## config.mk

```make
export PLATFORM = sky130hd
export DESIGN_NAME = bootloader_fetch_responder
export DESIGN_NICKNAME = d
export VERILOG_FILES = /design/src/rtl/bootloader_fetch_responder.sv
export SDC_FILE = /design/constraint.sdc
export NUM_CORES = 1
export LEC_CHECK = 0
export CORE_MARGIN = 2
export CORE_UTILIZATION = 57
export CTS_CLUSTER_DIAMETER = 200
export DETAILED_ROUTE_END_ITERATION = 8
export GPL_TIMING_DRIVEN = 0
export PLACE_DENSITY = 0.95
export SLEW_MARGIN = 20
export SYNTH_ARGS = -nofsm -noshare
export SYNTH_HDL_FRONTEND = slang
export SYNTH_SLANG_ARGS = --single-unit
```

## constraint.sdc

```tcl
create_clock -name clock -period 17.7 [get_ports clock]
set_input_delay 2.655 -clock clock [delete_from_list [all_inputs] [get_ports clock]]
set_output_delay 2.655 -clock clock [all_outputs]
set_load 0.03 [all_outputs]
```

## src/rtl/bootloader_fetch_responder.sv

```systemverilog
// Bootloader fetch responder: buffers fetch requests, reads four consecutive ROM
// words per request and returns them as one packet to the instruction fetch queue.
package bootloader_fetch_pkg;
    localparam int PADDR_WIDTH = 32;

    typedef struct packed {
        logic                   valid;
        logic [31:0]            id;
        logic [PADDR_WIDTH-1:0] paddr;
    } bootloader_req_t;
endpackage

module bootloader_fetch_responder
    import bootloader_fetch_pkg::*;
#(
    parameter logic [PADDR_WIDTH-1:0] ROM_BASE   = 32'h0000_1000,
    parameter int                     ROM_WORDS  = 1024,
    parameter int                     FIFO_DEPTH = 2,
    localparam int                    AW         = $clog2(ROM_WORDS)
) (
    input  logic                   clock,
    input  logic                   reset_n,
    input  bootloader_req_t        req_in,
    input  logic                   flush,
    output logic                   stall_out,
    output logic                   rom_en,
    output logic [AW-1:0]          rom_addr,
    input  logic [31:0]            rom_rdata,
    output logic                   res_valid,
    input  logic                   res_ready,
    output logic [31:0]            res_id,
    output logic [PADDR_WIDTH-1:0] res_paddr,
    output logic [3:0][31:0]       res_instr,
    output logic [3:0]             res_word_valid
);

    localparam int PW = (FIFO_DEPTH > 1) ? $clog2(FIFO_DEPTH) : 1;
    localparam int CW = $clog2(FIFO_DEPTH + 1);
    localparam logic [CW-1:0]          DEPTH_C     = CW'(FIFO_DEPTH);
    localparam logic [PW-1:0]          LAST_PTR    = PW'(FIFO_DEPTH - 1);
    localparam logic [PADDR_WIDTH:0]   ROM_WORDS_W = (PADDR_WIDTH + 1)'(ROM_WORDS);
    localparam logic [PADDR_WIDTH-1:0] WORD_MASK   = {{(PADDR_WIDTH - 2){1'b1}}, 2'b00};

    typedef enum logic [1:0] {ST_IDLE, ST_READ, ST_DRAIN, ST_RESP} state_t;

    // Word index relative to ROM word 0; one extra bit keeps below-base addresses distinct.
    function automatic logic [PADDR_WIDTH:0] word_addr(input logic [PADDR_WIDTH-1:0] paddr,
                                                       input logic [1:0] k);
        logic [PADDR_WIDTH:0] off;
        off = {1'b0, paddr} - {1'b0, ROM_BASE};
        return (off >> 2) + {{(PADDR_WIDTH - 1){1'b0}}, k};
    endfunction

    function automatic logic in_rom(input logic [PADDR_WIDTH-1:0] paddr, input logic [1:0] k);
        return (paddr >= ROM_BASE) && (word_addr(paddr, k) < ROM_WORDS_W);
    endfunction

    function automatic logic [PW-1:0] ptr_inc(input logic [PW-1:0] p);
        return (p == LAST_PTR) ? {PW{1'b0}} : p + {{(PW - 1){1'b0}}, 1'b1};
    endfunction

    state_t                 state_r, state_nxt_s;
    logic [1:0]             k_r, k_nxt_s;
    logic [31:0]            id_mem_r    [FIFO_DEPTH];
    logic [PADDR_WIDTH-1:0] paddr_mem_r [FIFO_DEPTH];
    logic [PW-1:0]          wr_ptr_r, rd_ptr_r;
    logic [CW-1:0]          cnt_r, cnt_nxt_s;
    logic                   stall_r, fifo_empty_s, push_s, pop_s;
    logic [31:0]            cur_id_r;
    logic [PADDR_WIDTH-1:0] cur_paddr_r, nxt_paddr_s;
    logic [PADDR_WIDTH:0]   nxt_w_s;
    logic                   rom_en_r, rom_en_nxt_s;
    logic [AW-1:0]          rom_addr_r, rom_addr_nxt_s;
    logic                   issue_s, issue_in_s;
    logic                   pend_valid_r, pend_in_r;
    logic [1:0]             pend_slot_r;
    logic [3:0][31:0]       instr_r;
    logic [3:0]             wvalid_r;
    logic                   res_valid_r, res_valid_nxt_s;

    assign fifo_empty_s = (cnt_r == {CW{1'b0}});
    assign push_s       = req_in.valid && !stall_r && !flush;

    // FIFO occupancy update; full is flagged from the post-edge count only.
    always_comb begin
        cnt_nxt_s = cnt_r;
        if (flush) begin
            cnt_nxt_s = {CW{1'b0}};
        end else begin
            case ({push_s, pop_s})
                2'b10:   cnt_nxt_s = cnt_r + {{(CW - 1){1'b0}}, 1'b1};
                2'b01:   cnt_nxt_s = cnt_r - {{(CW - 1){1'b0}}, 1'b1};
                default: cnt_nxt_s = cnt_r;
            endcase
        end
    end

    // Request FIFO storage, pointers and full flag.
    always_ff @(posedge clock or negedge reset_n) begin
        if (!reset_n) begin
            wr_ptr_r <= {PW{1'b0}};
            rd_ptr_r <= {PW{1'b0}};
            cnt_r    <= {CW{1'b0}};
            stall_r  <= 1'b0;
            for (int i = 0; i < FIFO_DEPTH; i++) begin
                id_mem_r[i]    <= 32'h0;
                paddr_mem_r[i] <= {PADDR_WIDTH{1'b0}};
            end
        end else begin
            cnt_r   <= cnt_nxt_s;
            stall_r <= (cnt_nxt_s == DEPTH_C);
            if (flush) begin
                wr_ptr_r <= {PW{1'b0}};
                rd_ptr_r <= {PW{1'b0}};
            end else begin
                if (push_s) begin
                    id_mem_r[wr_ptr_r]    <= req_in.id;
                    paddr_mem_r[wr_ptr_r] <= req_in.paddr;
                    wr_ptr_r              <= ptr_inc(wr_ptr_r);
                end
                if (pop_s) begin
                    rd_ptr_r <= ptr_inc(rd_ptr_r);
                end
            end
        end
    end

    // FSM state register.
    always_ff @(posedge clock or negedge reset_n) begin
        if (!reset_n) begin
            state_r <= ST_IDLE;
            k_r     <= 2'd0;
        end else begin
            state_r <= state_nxt_s;
            k_r     <= k_nxt_s;
        end
    end

    // FSM next-state logic; flush wins over every transition.
    always_comb begin
        state_nxt_s = state_r;
        k_nxt_s     = k_r;
        if (flush) begin
            state_nxt_s = ST_IDLE;
            k_nxt_s     = 2'd0;
        end else begin
            case (state_r)
                ST_IDLE: begin
                    if (!fifo_empty_s) begin
                        state_nxt_s = ST_READ;
                        k_nxt_s     = 2'd0;
                    end else begin
                        state_nxt_s = ST_IDLE;
                    end
                end
                ST_READ: begin
                    if (k_r == 2'd3) begin
                        state_nxt_s = ST_DRAIN;
                    end else begin
                        k_nxt_s = k_r + 2'd1;
                    end
                end
                ST_DRAIN: state_nxt_s = ST_RESP;
                ST_RESP: begin
                    if (res_ready && !fifo_empty_s) begin
                        state_nxt_s = ST_READ;
                        k_nxt_s     = 2'd0;
                    end else if (res_ready) begin
                        state_nxt_s = ST_IDLE;
                    end else begin
                        state_nxt_s = ST_RESP;
                    end
                end
                default: begin
                    state_nxt_s = ST_IDLE;
                    k_nxt_s     = 2'd0;
                end
            endcase
        end
    end

    // FSM outputs: ROM controls are computed for the next cycle so they can be registered.
    always_comb begin
        pop_s = !flush && !fifo_empty_s &&
                ((state_r == ST_IDLE) || ((state_r == ST_RESP) && res_ready));
        if (pop_s) begin
            nxt_paddr_s = paddr_mem_r[rd_ptr_r] & WORD_MASK;
        end else begin
            nxt_paddr_s = cur_paddr_r;
        end
        nxt_w_s      = word_addr(nxt_paddr_s, k_nxt_s);
        rom_en_nxt_s = (state_nxt_s == ST_READ) && in_rom(nxt_paddr_s, k_nxt_s);
        if (rom_en_nxt_s) begin
            rom_addr_nxt_s = nxt_w_s[AW-1:0];
        end else begin
            rom_addr_nxt_s = {AW{1'b0}};
        end
        issue_s         = (state_r == ST_READ);
        issue_in_s      = in_rom(cur_paddr_r, k_r);
        res_valid_nxt_s = (state_nxt_s == ST_RESP);
    end

    // Packet datapath: current request, ROM capture pipeline and output registers.
    always_ff @(posedge clock or negedge reset_n) begin
        if (!reset_n) begin
            cur_id_r     <= 32'h0;
            cur_paddr_r  <= {PADDR_WIDTH{1'b0}};
            rom_en_r     <= 1'b0;
            rom_addr_r   <= {AW{1'b0}};
            pend_valid_r <= 1'b0;
            pend_in_r    <= 1'b0;
            pend_slot_r  <= 2'd0;
            instr_r      <= {4{32'h0}};
            wvalid_r     <= 4'b0000;
            res_valid_r  <= 1'b0;
        end else begin
            rom_en_r     <= rom_en_nxt_s;
            rom_addr_r   <= rom_addr_nxt_s;
            res_valid_r  <= res_valid_nxt_s;
            pend_valid_r <= issue_s && !flush;
            pend_in_r    <= issue_in_s;
            pend_slot_r  <= k_r;
            if (pop_s) begin
                cur_id_r    <= id_mem_r[rd_ptr_r];
                cur_paddr_r <= nxt_paddr_s;
            end
            if (issue_s && !flush) begin
                wvalid_r[k_r] <= issue_in_s;
            end
            // Data returns one cycle after the issue; out-of-range slots read as zero.
            if (pend_valid_r && !flush) begin
                instr_r[pend_slot_r] <= pend_in_r ? rom_rdata : 32'h0;
            end
        end
    end

    assign stall_out      = stall_r;
    assign rom_en         = rom_en_r;
    assign rom_addr       = rom_addr_r;
    assign res_valid      = res_valid_r;
    assign res_id         = cur_id_r;
    assign res_paddr      = cur_paddr_r;
    assign res_instr      = instr_r;
    assign res_word_valid = wvalid_r;

endmodule

```

# [Yosys cells after proc, flatten, opt, wreduce, memory -nomap -nowiden]
# Cells that the tools add are included.
[totals] ff_bits=349 in_bits=101
[classes] addsub=9 magnitude_cmp=11 eq_ne=9 muxes=38 n_bitwise=3 reduce_logical=23
[ops] cell="32-bit two-way mux" count=10
[ops] cell="128-bit bitwise mux" count=1
[ops] cell="64-bit bitwise mux" count=2
[ops] cell="32-bit by 13-bit subtractor with 33-bit output (second input constant)" count=2
[ops] cell="31-bit by 2-bit adder with 32-bit output" count=2
[ops] cell="32-bit demux with 2-bit select" count=1
[ops] cell="32-bit by 13-bit greater-or-equal comparator with 1-bit output (second input constant)" count=2
[ops] cell="32-bit by 11-bit < comparator with 1-bit output (second input constant)" count=2
[ops] cell="32-bit demux with 1-bit select" count=1
[ops] cell="2-bit two-way mux" count=9
[ops] cell="1-bit logical AND" count=14
[ops] cell="2-bit == test (second input constant)" count=6
[ops] cell="10-bit two-way mux" count=1
[ops] cell="1-bit two-way mux" count=8
[ops] cell="2-bit case mux with 4 select lines" count=1
[ops] cell="2-bit by 1-bit == test with 1-bit output (second input constant)" count=3
[ops] cell="2-bit by 3-bit < comparator with 1-bit output (second input constant)" count=2
[ops] cell="2-bit case mux with 3 select lines" count=1
[ops] cell="2-bit by 1-bit adder with 2-bit output (second input constant)" count=2
[ops] cell="4-bit bitwise mux" count=1
[ops] cell="2-bit by 1-bit greater-or-equal comparator with 1-bit output (second input constant)" count=2
[ops] cell="2-bit greater-or-equal comparator (second input constant)" count=2
[ops] cell="2-bit logical NOT" count=2
[ops] cell="1-bit inverter with 2-bit output" count=2
[ops] cell="other kinds (10)" count=14

# [Logic depth before layout (Yosys ltp)]
# Gate-level depths: netlist of run 1.
[logic_depth] depth_word=11 mapped_depth=26 ltp_nobuf=16

# [Least setup slack after synthesis of run 1]
# OpenSTA, ideal clock, no wires.
[synth_timing] path_type="input port to flip-flop" from="input port res_ready" to="register rom_addr_r[1] (netlist: rom_addr[1])" setup_ns=0.095 arrival_ns=7.903 required_time_ns=17.605 path_slack_ns=9.702 stages=24 path_buffers=9 path_cell_list="and3_4 buf_6 o21ai_4 buf_6 buf_6 buf_2 clkbuf_1 clkbuf_1 clkbuf_1 clkbuf_1 o21ai_0 inv_1 ha_1 nor3b_1 nand2_1 xnor2_1 o211ai_2 or2_1 nor4_4 nand4b_2 or4b_1 a2bb2o_4 buf_6 nor4b_2"
[synth_via] elab_chain_len=10 word_cells_on_any_way=20
[synth_lines] element="from (decl)" line_no="30" source="input logic res_ready,"
[synth_lines] element="1-bit logical AND" line_no="185" source="((state_r == ST_IDLE) || ((state_r == ST_RESP) && res_ready));"
[synth_lines] element="1-bit logical OR" line_no="185"
[synth_lines] element="1-bit logical AND" line_no="184" source="pop_s = !flush && !fifo_empty_s &&"
[synth_lines] element="32-bit two-way mux" line_no="186" source="if (pop_s) begin"
[synth_lines] element="32-bit by 13-bit subtractor with 33-bit output" line_no="50" source="off = {1'b0, paddr} - {1'b0, ROM_BASE};"
[synth_lines] element="31-bit by 2-bit adder with 32-bit output" line_no="51" source="return (off >> 2) + {{(PADDR_WIDTH - 1){1'b0}}, k};"
[synth_lines] element="32-bit by 11-bit < comparator with 1-bit output" line_no="55" source="return (paddr >= ROM_BASE) && (word_addr(paddr, k) < ROM_WORDS_W);"
[synth_lines] element="1-bit logical AND" line_no="55"
[synth_lines] element="1-bit logical AND" line_no="192" source="rom_en_nxt_s = (state_nxt_s == ST_READ) && in_rom(nxt_paddr_s, k_nxt_s);"
[synth_lines] element="10-bit two-way mux *" line_no="193" source="if (rom_en_nxt_s) begin"
[synth_lines] element="via rom_addr_nxt_s[1]" line_no="73" source="logic [AW-1:0] rom_addr_r, rom_addr_nxt_s;"
[synth_lines] element="to (signal assigned)" line_no="209" source="rom_addr_r <= {AW{1'b0}};"
[synth_lines] element="to (signal assigned)" line_no="218" source="rom_addr_r <= rom_addr_nxt_s;"
[synth_lines] element="to (decl)" line_no="73"
# The timed path passes the listed nets; every way through them passes the cells marked *.
# A chain may end at the register's enable or synchronous reset.

# [Final worst setup path of run 1]
[layout_timing] from="input port res_ready" to="register rom_addr_r[7] (netlist: rom_addr[7])"
# Same word-level chain as after synthesis.

==> reports/metrics.yaml, run 1 <==
status:
  outcome: "complete, no violations"
place:
  dp_slack_ns: 7.353
  dpl-instance-area_mm2: 0.01998
  dp_hpwl_um: 38200
  port-buffer-count: 307
  routabilityCongestion: 1.012
global_route:
  grt_pass1_wl_um: 80650
  antenna_found_initial: 0
  grt_use_total_pct: 34.17
  grt_pass1_vias: 14326
  grt_overflow: 0
  grt_max_degree: 107
sta:
  setup_ws_ns: 7.549
  hold_viol_final: 0
  post-route-period-util_pct: 57.35
  fin_crit_ns: 10.15
  setup_viol: 0
  maxSlewHeadroom_pct: 31.85
  fin_skew_ns: 0.02310
  finalMaxSlewViolations: 0
  whs_ns: 0.3740
  tightest_slew_ns: 1.019
  fmax_mhz: 98.52
  rsz0062_at_grt: "no"
clock_tree:
  cts-buffers-inserted: 35
  clk_latency_ns: 0.53
  clk_path_buf_depth: 3
  postCtsSetupBuffers: 0
  clk_pin_slew_worst_paths_ns: 0.06
  cts_num_sinks: 345
  clockRootBuffer: "clkbuf_16"
  cts_tree: "yes"
  htree_levels: 2
  hold_buffers: 0
  cts_resized: 0
critical_path:
  reg2reg_from: "state_r[1]"
  critPathCaptureType: "flop"
  crit_type: "in2reg"
  cp-start-kind: "input pin"
  slowest_delay_ns: 0.66
  worst_ep_required_time_ns: 18.09
  crit_family: "buffers and inverters"
  crit_buf_inv: 11
  worstPathMaxFanout: 10
  crit_cells: 25
  crit_end: "rom_addr[7]"
  rr_endpoint: "rom_addr[7]"
  ff2ff_path_depth: 25
  startpoint: "res_ready"
  cp_data_arrival_time_ns: 10.54
  reg2reg_slack_ns: 9.76
  cpMaxStageDelayCell: "nor3b_1"
die:
  pin_count: 310
  dieArea_mm2: 0.03004
  start_util_pct: 58.35
  die_h_um: 173.3
  coreArea_mm2: 0.02801
  num_rows: 61
  die_w_um: 173.3
synth:
  seq_area_frac_synth_pct: 52.82
  synth_top_area_cell: "dfrtp_1"
  synth_flop_cell: "dfrtp_1"
  netlist_instances: 1532
  synth_area_mm2: 0.01634
  synth_nets: 1642
  synth_edf_count: 0
  async_flop_share_pct: 100.0
  synth-seq-cells: 345
  yosysUniqueCellTypes: 89
  netlist.area_leader.share_pct: 52.82
  synth.avg_cell_area_um2: 10.67
  yosysWarnings: 0
  synth_area_leaders: "dfrtp_1, mux2_2, o21ai_0, nand2_1, mux2i_1"
route:
  wl_met1_um: 19050
  wl_um: 51990
  drtAntennaViolNets: 0
  dr_wl_met2_um: 25500
  dr.pass1.iters: 8
  viasPerCell: 6.185
  wl_per_cell_um: 22.81
  wl_met3_um: 4832
  drc: 0
  routed.top_layer: "met4"
  num_vias: 14096
  drt_iter0_markers: 1426
cells_and_area:
  nets: 1989
  fin_util_pct: 75.42
  final_common_cell: "dfrtp_1"
  design_area_mm2: 0.02113
  drive_gt1_share_pct: 13.47
  area_delta_synth_final_pct: 29.26
  diodes: 0
  mostFrequentLayoutCells: "dfrtp_1, clkdlybuf4s50_1, nand2_1, o21ai_0, mux2_2"
job:
  cap_violations: 0
hold_path:
  hold_start: "k_r[0]"
  hp-class: "reg2reg"
power_and_ir_drop:
  leakage_uw: 0.008562
  peakVddDrop_mv: 0.1516
  powerDensity_mw_per_mm2: 155.9
worst register-to-register path: cells and delay by family, from the launching register on:
family / cells / cell delay [ns]
DFF: 1 / 0.37
and+or+nand+nor: 8 / 2.91
buffers and inverters: 11 / 3.03
AOI/OAI and AO/OA: 4 / 0.95
xor gates and xnor gates: 1 / 0.21
adders and majority gates: 1 / 0.36
power by group:
| group | internal (µW) | switching, µW |
|---|---|---|
| logic | 555 | 796 |
| registers | 998 | 199 |
| clock network | 432 | 314 |
| total | 1980 | 1310 |
final cells by class:
| class | count | area [µm²] |
|---|---|---|
| flip-flops and latches | 345 | 8633 |
| multi-input cells | 1070 | 7178 |
| fillers | 1748 | 6885 |
| repair buffers | 310 | 3161 |
| clock buffers | 46 | 1008 |
| well taps | 378 | 473.0 |
| plain buffers | 93 | 440.4 |
| clock inverters | 13 | 138.9 |
| inverters | 24 | 92.59 |
sequential cells by signal (all words and copies together) (netlist names):
| signal | cells |
|---|---|
| state_r | 2 |
| paddr_mem_r | 60 |
| id_mem_r | 64 |
| rom_addr | 10 |
| rd_ptr_r | 1 |
| pend_slot_r | 2 |
| res_word_valid | 4 |
| res_paddr | 32 |
| res_valid | 1 |
| stall_out | 1 |
| res_id | 32 |
| rom_en | 1 |
| cnt_r | 2 |
| res_instr | 128 |
| k_r | 2 |
| pend_valid_r | 1 |
| wr_ptr_r | 1 |
| pend_in_r | 1 |
cell families after synthesis:
group / synth area share, %
AOI/OAI and AO/OA: 11.83
adders and majority gates: 0.7350
buffers and inverters: 3.261
and+or+nand+nor: 14.46
DFF: 52.82
xor gates and xnor gates: 2.978
muxes: 13.91
synthesized netlist by cell type, drive strengths merged (4+ instances only):
cell type,n
nor2,67
xor2,13
a2111oi,5
o31ai,5
o22ai,12
o2111ai,6
or4,4
xnor2,40
ha,8
or2,6
a21boi,4
nand3,20
a31oi,6
nor4b,7
o21a,6
a211oi,5
mux2i,70
a21o,4
and3,6
nor3,33
nor2b,9
clkbuf,67
buf,26
and2,4
o211ai,8
nand2b,8
dfrtp,345
mux2,139
or3,10
inv,24
a21oi,27
nor3b,12
nor4,28
nand4,4
o21ai,204
nand2,244
routing by layer:
metal,track usage (%),vias up
met3,6.820,172
met4,15.64,0
li1,-,6100
met1,41.94,6948
met5,0,-
met2,58.48,876
worst min-delay path by stage:
stage                endpoint  cells after the start
6_report       pend_slot_r[0]                      0
5_1_grt        pend_slot_r[0]                      0
4_1_cts        pend_slot_r[0]                      0
3_5_place_dp   pend_slot_r[0]                      0
3_3_place_gp   pend_slot_r[0]                      0
2_1_floorplan  pend_slot_r[0]                      0
metrics by stage:
step | instances | TNS [ns] | power [µW]
after floorplan | 1532 | 0 | 2037
after global placement | 2217 | -36.86 | 2450
after detailed placement | 2220 | 0 | 2513
after CTS | 2279 | 0 | 3271
after global routing | 2279 | 0 | 3439
final | 2279 | 0 | 3293
Note: power is estimated with default switching activity, not from simulation.
==> inputs of run 2 (changes only) <==
--- a/config.mk
+++ b/config.mk
@@ -6,11 +6,11 @@
 export NUM_CORES = 1
 export LEC_CHECK = 0
 export CORE_MARGIN = 2
-export CORE_UTILIZATION = 57
+export CORE_UTILIZATION = 48
 export CTS_CLUSTER_DIAMETER = 200
 export DETAILED_ROUTE_END_ITERATION = 8
 export GPL_TIMING_DRIVEN = 0
-export PLACE_DENSITY = 0.95
+export PLACE_DENSITY = 0.88
 export SLEW_MARGIN = 20
 export SYNTH_ARGS = -nofsm -noshare
 export SYNTH_HDL_FRONTEND = slang
==> constraint.sdc (replaced) <==
create_clock -name clock -period 8.6 [get_ports clock]
set_input_delay 1.29 -clock clock [delete_from_list [all_inputs] [get_ports clock]]
set_output_delay 1.29 -clock clock [all_outputs]
set_load 0.03 [all_outputs]
==> run 2 against run 1 <==
Compared with the run above: non-clock buffer count stayed put; power rose by 110%; clock power rose by 120%; final cell count grew 3.3%; count of clock-buffer cells in the layout grew 9; routed wire length shrank 3.1%; hold slack worse by 0.0076 ns; first-iteration DRC count decreased by 23%; critical endpoint is now rom_addr[8]; die area up 18%; cell area rose by 0.93%; flip-flop and latch count unchanged; combinational power up 100%.
==> reports/metrics.yaml, run 2 (same netlist as run 1, synthesis figures left out) <==
clock_tree:
  clk_pin_slew_worst_paths_ns: 0.06  # about the same
  clockRootBuffer: "clkbuf_16"
  postCtsSetupBuffers: 0  # unchanged
  cts_num_sinks: 345  # unchanged
  clk_latency_ns: 0.54  # about the same
  htree_levels: 2  # unchanged
  cts_tree: "yes"
  cts-buffers-inserted: 38  # +8.6%
  clk_path_buf_depth: 3  # unchanged
route:
  dr.pass1.iters: 5  # -3
  drc: 0  # unchanged
  viasPerCell: 5.846  # -5.5%
  wl_per_cell_um: 21.39  # -6.3%
  drtAntennaViolNets: 0  # unchanged
  num_vias: 13767  # -2.3%
  wl_um: 50370  # -3.1%
  drt_iter0_markers: 1098  # -23%
global_route:
  met1_usage_pct: 36.01  # -5.9 points
  grt_max_degree: 102  # -4.7%
  grt_use_met3_pct: 5.029  # -1.8 points
  grt_pass1_vias: 14060  # -1.9%
  grt_overflow: 0  # unchanged
  grt_pass1_wl_um: 79680  # -1.2%
  antenna_found_initial: 0  # unchanged
  grt.busiest_layer: "met2"
  grtUsageMet2_pct: 47.81  # -11 points
  grt_use_total_pct: 28.56  # -5.6 points
die:
  die_h_um: 188.5  # +8.8%
  die_w_um: 188.5  # +8.8%
  coreArea_mm2: 0.03353  # +20%
  num_rows: 67  # +9.8%
  pin_count: 310  # unchanged
  dieArea_mm2: 0.03554  # +18%
  start_util_pct: 48.74  # -9.6 points
critical_path:
  cpMaxStageDelayCell: "clkdlybuf4s50_1"
  worst_ep_required_time_ns: 8.99  # -9.10 ns
  cp_data_arrival_time_ns: 8.52  # -2.02 ns
  critPathCaptureType: "flop"
  cp-start-kind: "input pin"
  ff2ff_path_depth: 25  # unchanged
  slowest_delay_ns: 0.51  # -0.15 ns
  crit_type: "in2reg"
  worstPathMaxFanout: 10  # unchanged
cells_and_area:
  area_delta_synth_final_pct: 30.46
  final_common_cell: "dfrtp_1"
  drive_gt1_share_pct: 13.74  # +0.27 points
  mostFrequentLayoutCells: "dfrtp_1, clkdlybuf4s50_1, nand2_1, o21ai_0, mux2_2"
  largest_register_ffs: 128  # unchanged
  diodes: 0  # unchanged
  nets: 1992  # +0.15%
power_and_ir_drop:
  leakage_uw: 0.008610  # +0.55%
  total_power_uw: 6824  # +110%
  powerDensity_mw_per_mm2: 320.0  # +110%
  peakVddDrop_mv: 0.2352  # +55%
place:
  dp_hpwl_um: 37540  # -1.7%
  routabilityCongestion: 1.050  # +3.7%
  port-buffer-count: 307  # unchanged
sta:
  rsz0062_at_grt: "no"
  hold_viol_final: 0  # unchanged
  tightest_slew_ns: 1.146  # +0.1279 ns
  fmax_mhz: 123.0
  fin_skew_ns: 0.02500  # +0.001900 ns
  fin_crit_ns: 8.131
  finalMaxSlewViolations: 0  # unchanged
  setup_viol: 0  # unchanged
  whs_ns: 0.3663  # -0.007622 ns
  post-route-period-util_pct: 94.54
  tns_ns: 0  # unchanged
  maxSlewHeadroom_pct: 23.38  # -8.5 points
job:
  cap_violations: 0  # unchanged
hold_path:
  hp-class: "reg2reg"
  holdPathStages: 0  # unchanged
status:
  outcome: "complete, no violations"
-- run 2: cell count changes in the layout (fill, tap and decap cells not counted), sizes merged --
cell	previous run	this run
clkbuf	113	122
clkinv	8	4
inv	25	26
-- run 2: final timing paths --
kind	from	to	slack, ns
min reg2reg	k_r[0]	pend_slot_r[0]	0.37
min	k_r[0]	pend_slot_r[0]	0.37
max in group asynchronous	reset_n	res_id[14]	6.59
max	res_ready	rom_addr[8]	0.47
min in group asynchronous	reset_n	res_instr[123]	0.68
max reg2reg	state_r[0]	rom_addr[8]	1.30
-- run 2: layout make-up --
| class | instances | area (µm²) |
|---|---|---|
| flip-flops and latches | 345 | 8633 |
| repair buffers | 310 | 3161 |
| clock inverters | 10 | 118.9 |
| multi-input cells | 1070 | 7188 |
| fillers | 2526 | 12210 |
| plain buffers | 93 | 441.7 |
| clock buffers | 55 | 1126 |
| inverters | 24 | 92.59 |
| well taps | 448 | 560.5 |
-- run 2: layer usage --
layer  wire [µm]  share of wire, %
met2       24240                48
met3        4144               8.2
met5           0                 0
met1       19400                39
met4        2577               5.1
-- run 2: timing repair --
action	in CTS	in global routing
endpoints found under the setup margin	0	11
hold buffers	0	0
gates resized for setup	0	3
-- run 2: worst max-delay path, delay by kind of cell --
kind	cells	cell delay [ns]
AOI/OAI and AO/OA	4	1.06
xor gates and xnor gates	1	0.19
adders and majority gates	1	0.32
buffers and inverters	11	3.27
and+or+nand+nor	8	2.36
-- run 2: power breakdown --
group,switching [µW],internal (µW),leakage (µW)
sequential,393,2050,0.00446
combinational,1610,1140,0.00354
clock,657,970,0.000609
-- run 2: stage by stage --
step | setup WS, ns | utilization (%) | area, µm² | instances
floorplan | 1.967 | - | 16340 | 1532
global placement | -8.038 | 59.57 | 19980 | 2287
detailed placement | -0.4304 | 59.85 | 20070 | 2290
CTS | 0.09812 | 63.57 | 21320 | 2355
global route | 0.03785 | 63.59 | 21320 | 2355
finish | 0.4695 | 63.59 | 21320 | 2355
==> inputs of run 3 (changes only) <==
--- a/config.mk
+++ b/config.mk
@@ -5,6 +5,8 @@
 export SDC_FILE = /design/constraint.sdc
 export NUM_CORES = 1
 export LEC_CHECK = 0
+export CAP_MARGIN = 20
+export CORE_ASPECT_RATIO = 0.5
 export CORE_MARGIN = 2
 export CORE_UTILIZATION = 48
 export CTS_CLUSTER_DIAMETER = 200
==> run 3 against run 2 <==
Compared with the run above: routed wire length shrank 2.2%; die area grew 0.25%; sequential power is essentially flat; count of clock-buffer cells in the layout shrank 11; setup slack gained 0.092 ns; final cell count shrank 0.72%; power shrank 3.2%; critical path type unchanged; critical endpoint is now rom_addr[3].
==> reports/metrics.yaml, run 3 (same netlist as run 1, synthesis figures left out) <==
status:
  outcome: "complete, no violations"
global_route:
  grt_use_total_pct: 27.09  # -1.5 points
  grtUsageMet2_pct: 44.60  # -3.2 points
  antenna_found_initial: 0  # unchanged
  met1_usage_pct: 35.37  # -0.64 points
  grt_max_degree: 101  # -0.98%
  grt_pass1_wl_um: 76060  # -4.5%
  grt.busiest_layer: "met2"
  grt_use_met3_pct: 4.650  # -0.38 points
  grt_pass1_vias: 13495  # -4.0%
  grt_overflow: 0  # unchanged
sta:
  post-route-period-util_pct: 93.48  # -1.1 points
  finalMaxSlewViolations: 0  # unchanged
  tightest_slew_ns: 0.9968  # -0.1496 ns
  fin_skew_ns: 0.01334  # -0.01166 ns
  hold_viol_final: 0  # unchanged
  setup_viol: 0  # unchanged
  maxSlewHeadroom_pct: 33.55  # +10 points
  fin_crit_ns: 8.039  # -0.09166 ns
  rsz0062_at_grt: "no"
  fmax_mhz: 124.4  # +1.1%
cells_and_area:
  area_delta_synth_final_pct: 29.10
  final_common_cell: "dfrtp_1"
  fillers: 2510  # -0.63%
  mostFrequentLayoutCells: "dfrtp_1, clkdlybuf4s50_1, nand2_1, o21ai_0, mux2_2"
  diodes: 0  # unchanged
  nets: 1985  # -0.35%
  fin_util_pct: 63.39  # -0.20 points
  drive_gt1_share_pct: 13.39  # -0.35 points
  fin_cells: 2338  # -0.72%
  largest_register_ffs: 128  # unchanged
route:
  drtAntennaViolNets: 0  # unchanged
  viasPerCell: 5.855  # +0.16%
  wl_per_cell_um: 21.07  # -1.5%
  num_vias: 13689  # -0.57%
  drc: 0  # unchanged
  wl_um: 49260  # -2.2%
  drt_iter0_markers: 1543  # +41%
  dr.pass1.iters: 5  # unchanged
critical_path:
  cp_data_arrival_time_ns: 8.51  # about the same
  crit_type: "in2reg"
  critPathCaptureType: "flop"
  cp-start-kind: "input pin"
  worst_ep_required_time_ns: 9.07  # +0.08 ns
  worstPathMaxFanout: 10  # unchanged
place:
  dp_hpwl_um: 35430  # -5.6%
  routabilityCongestion: 0.9339  # -11%
  port-buffer-count: 307  # unchanged
  dp_cells: 2283  # -0.31%
job:
  cap_violations: 0  # unchanged
die:
  pin_count: 310  # unchanged
  num_rows: 47  # -30%
  die_w_um: 265.0  # +41%
  die_h_um: 134.5  # -29%
  coreArea_mm2: 0.03328  # -0.74%
  start_util_pct: 49.10  # +0.36 points
  dieArea_mm2: 0.03563  # +0.25%
clock_tree:
  clockRootBuffer: "clkbuf_16"
  htree_levels: 1  # -1
  cts-buffers-inserted: 30  # -21%
  clk_pin_slew_worst_paths_ns: 0.07  # about the same
  cts_tree: "yes"
  cts_num_sinks: 345  # unchanged
  clk_latency_ns: 0.58  # +0.04 ns
  clk_path_buf_depth: 3  # unchanged
hold_path:
  hp-class: "reg2reg"
power_and_ir_drop:
  leakage_uw: 0.008519  # -1.1%
  powerDensity_mw_per_mm2: 313.1  # -2.2%
  peakVddDrop_mv: 0.1890  # -20%
[run 3: worst paths after layout]
path / startpoint / to / slack [ns] / cells after the start
min in group asynchronous: reset_n / id_mem_r[32] / 0.72 / 1
min reg2reg: k_r[0] / pend_slot_r[0] / 0.38 / 0
max reg2reg: state_r[1] / rom_addr[3] / 1.29 / 25
max: flush / rom_addr[3] / 0.56 / 24
max in group asynchronous: reset_n / res_instr[40] / 6.56 / 3
min: k_r[0] / pend_slot_r[0] / 0.38 / 0
[run 3: per-layer routing]
metal | vias to the layer above | part of all wire (%)
li1 | 6104 | -
met1 | 6817 | 41
met2 | 607 | 47
met3 | 161 | 6.5
met4 | 0 | 5.6
met5 | - | 0
[run 3: report_power, final]
group	leakage, µW	internal, µW	switching, µW
registers	0.00446	2050	378
logic	0.00355	1140	1610
clock network	0.000513	802	618
total	0.00852	4000	2610
[run 3: what timing repair did]
action	in CTS	in global routing
resized for setup	0	5
buffers inserted	0	0
endpoints found under the setup margin	0	11
hold buffers	0	0
[run 3: stage by stage]
stage	cell area [µm²]	hold WS (ns)	setup WS (ns)	total power, µW	setup TNS [ns]
3_5_place_dp	20060	0.3668	-0.4025	5124	-3.779
3_3_place_gp	19970	0.3582	-8.368	5028	-2866.44
2_1_floorplan	16340	0.3487	1.967	4193	0
6_report	21100	0.3823	0.5611	6605	0
4_1_cts	21090	0.3875	0.1612	6564	0
5_1_grt	21100	0.4026	0.1038	6922	0
[run 3: critical path, stage by stage]
cell and delay (ns):
clkdlybuf4s50_1 0.69, o21ba_2 0.27, o21ai_4 0.16, buf_6 0.22
buf_6 0.18, buf_2 0.24, clkbuf_1 0.41, clkbuf_2 0.34
clkbuf_1 0.38, clkbuf_2 0.40, o21ai_0 0.18, inv_1 0.10
ha_1 0.32, nor3b_2 0.41, nand2_1 0.13, xnor2_1 0.25
o211ai_2 0.16, or2_1 0.34, nor4_1 0.56, a21oi_1 0.15
a2111oi_0 0.42, nor2_1 0.18, buf_1 0.35, nor4_2 0.37
[run 3: layout make-up]
cell class	count	area (µm²)	area share, %
tap	441	551.8	2.615
buffer	93	442.9	2.099
clock buffer	44	924.6	4.382
multi-input combinational	1070	7183	34.04
clock inverter	10	106.4	0.5041
timing repair buffer	311	3164	15.00
inverter	24	92.59	0.4388
sequential	345	8633	40.92
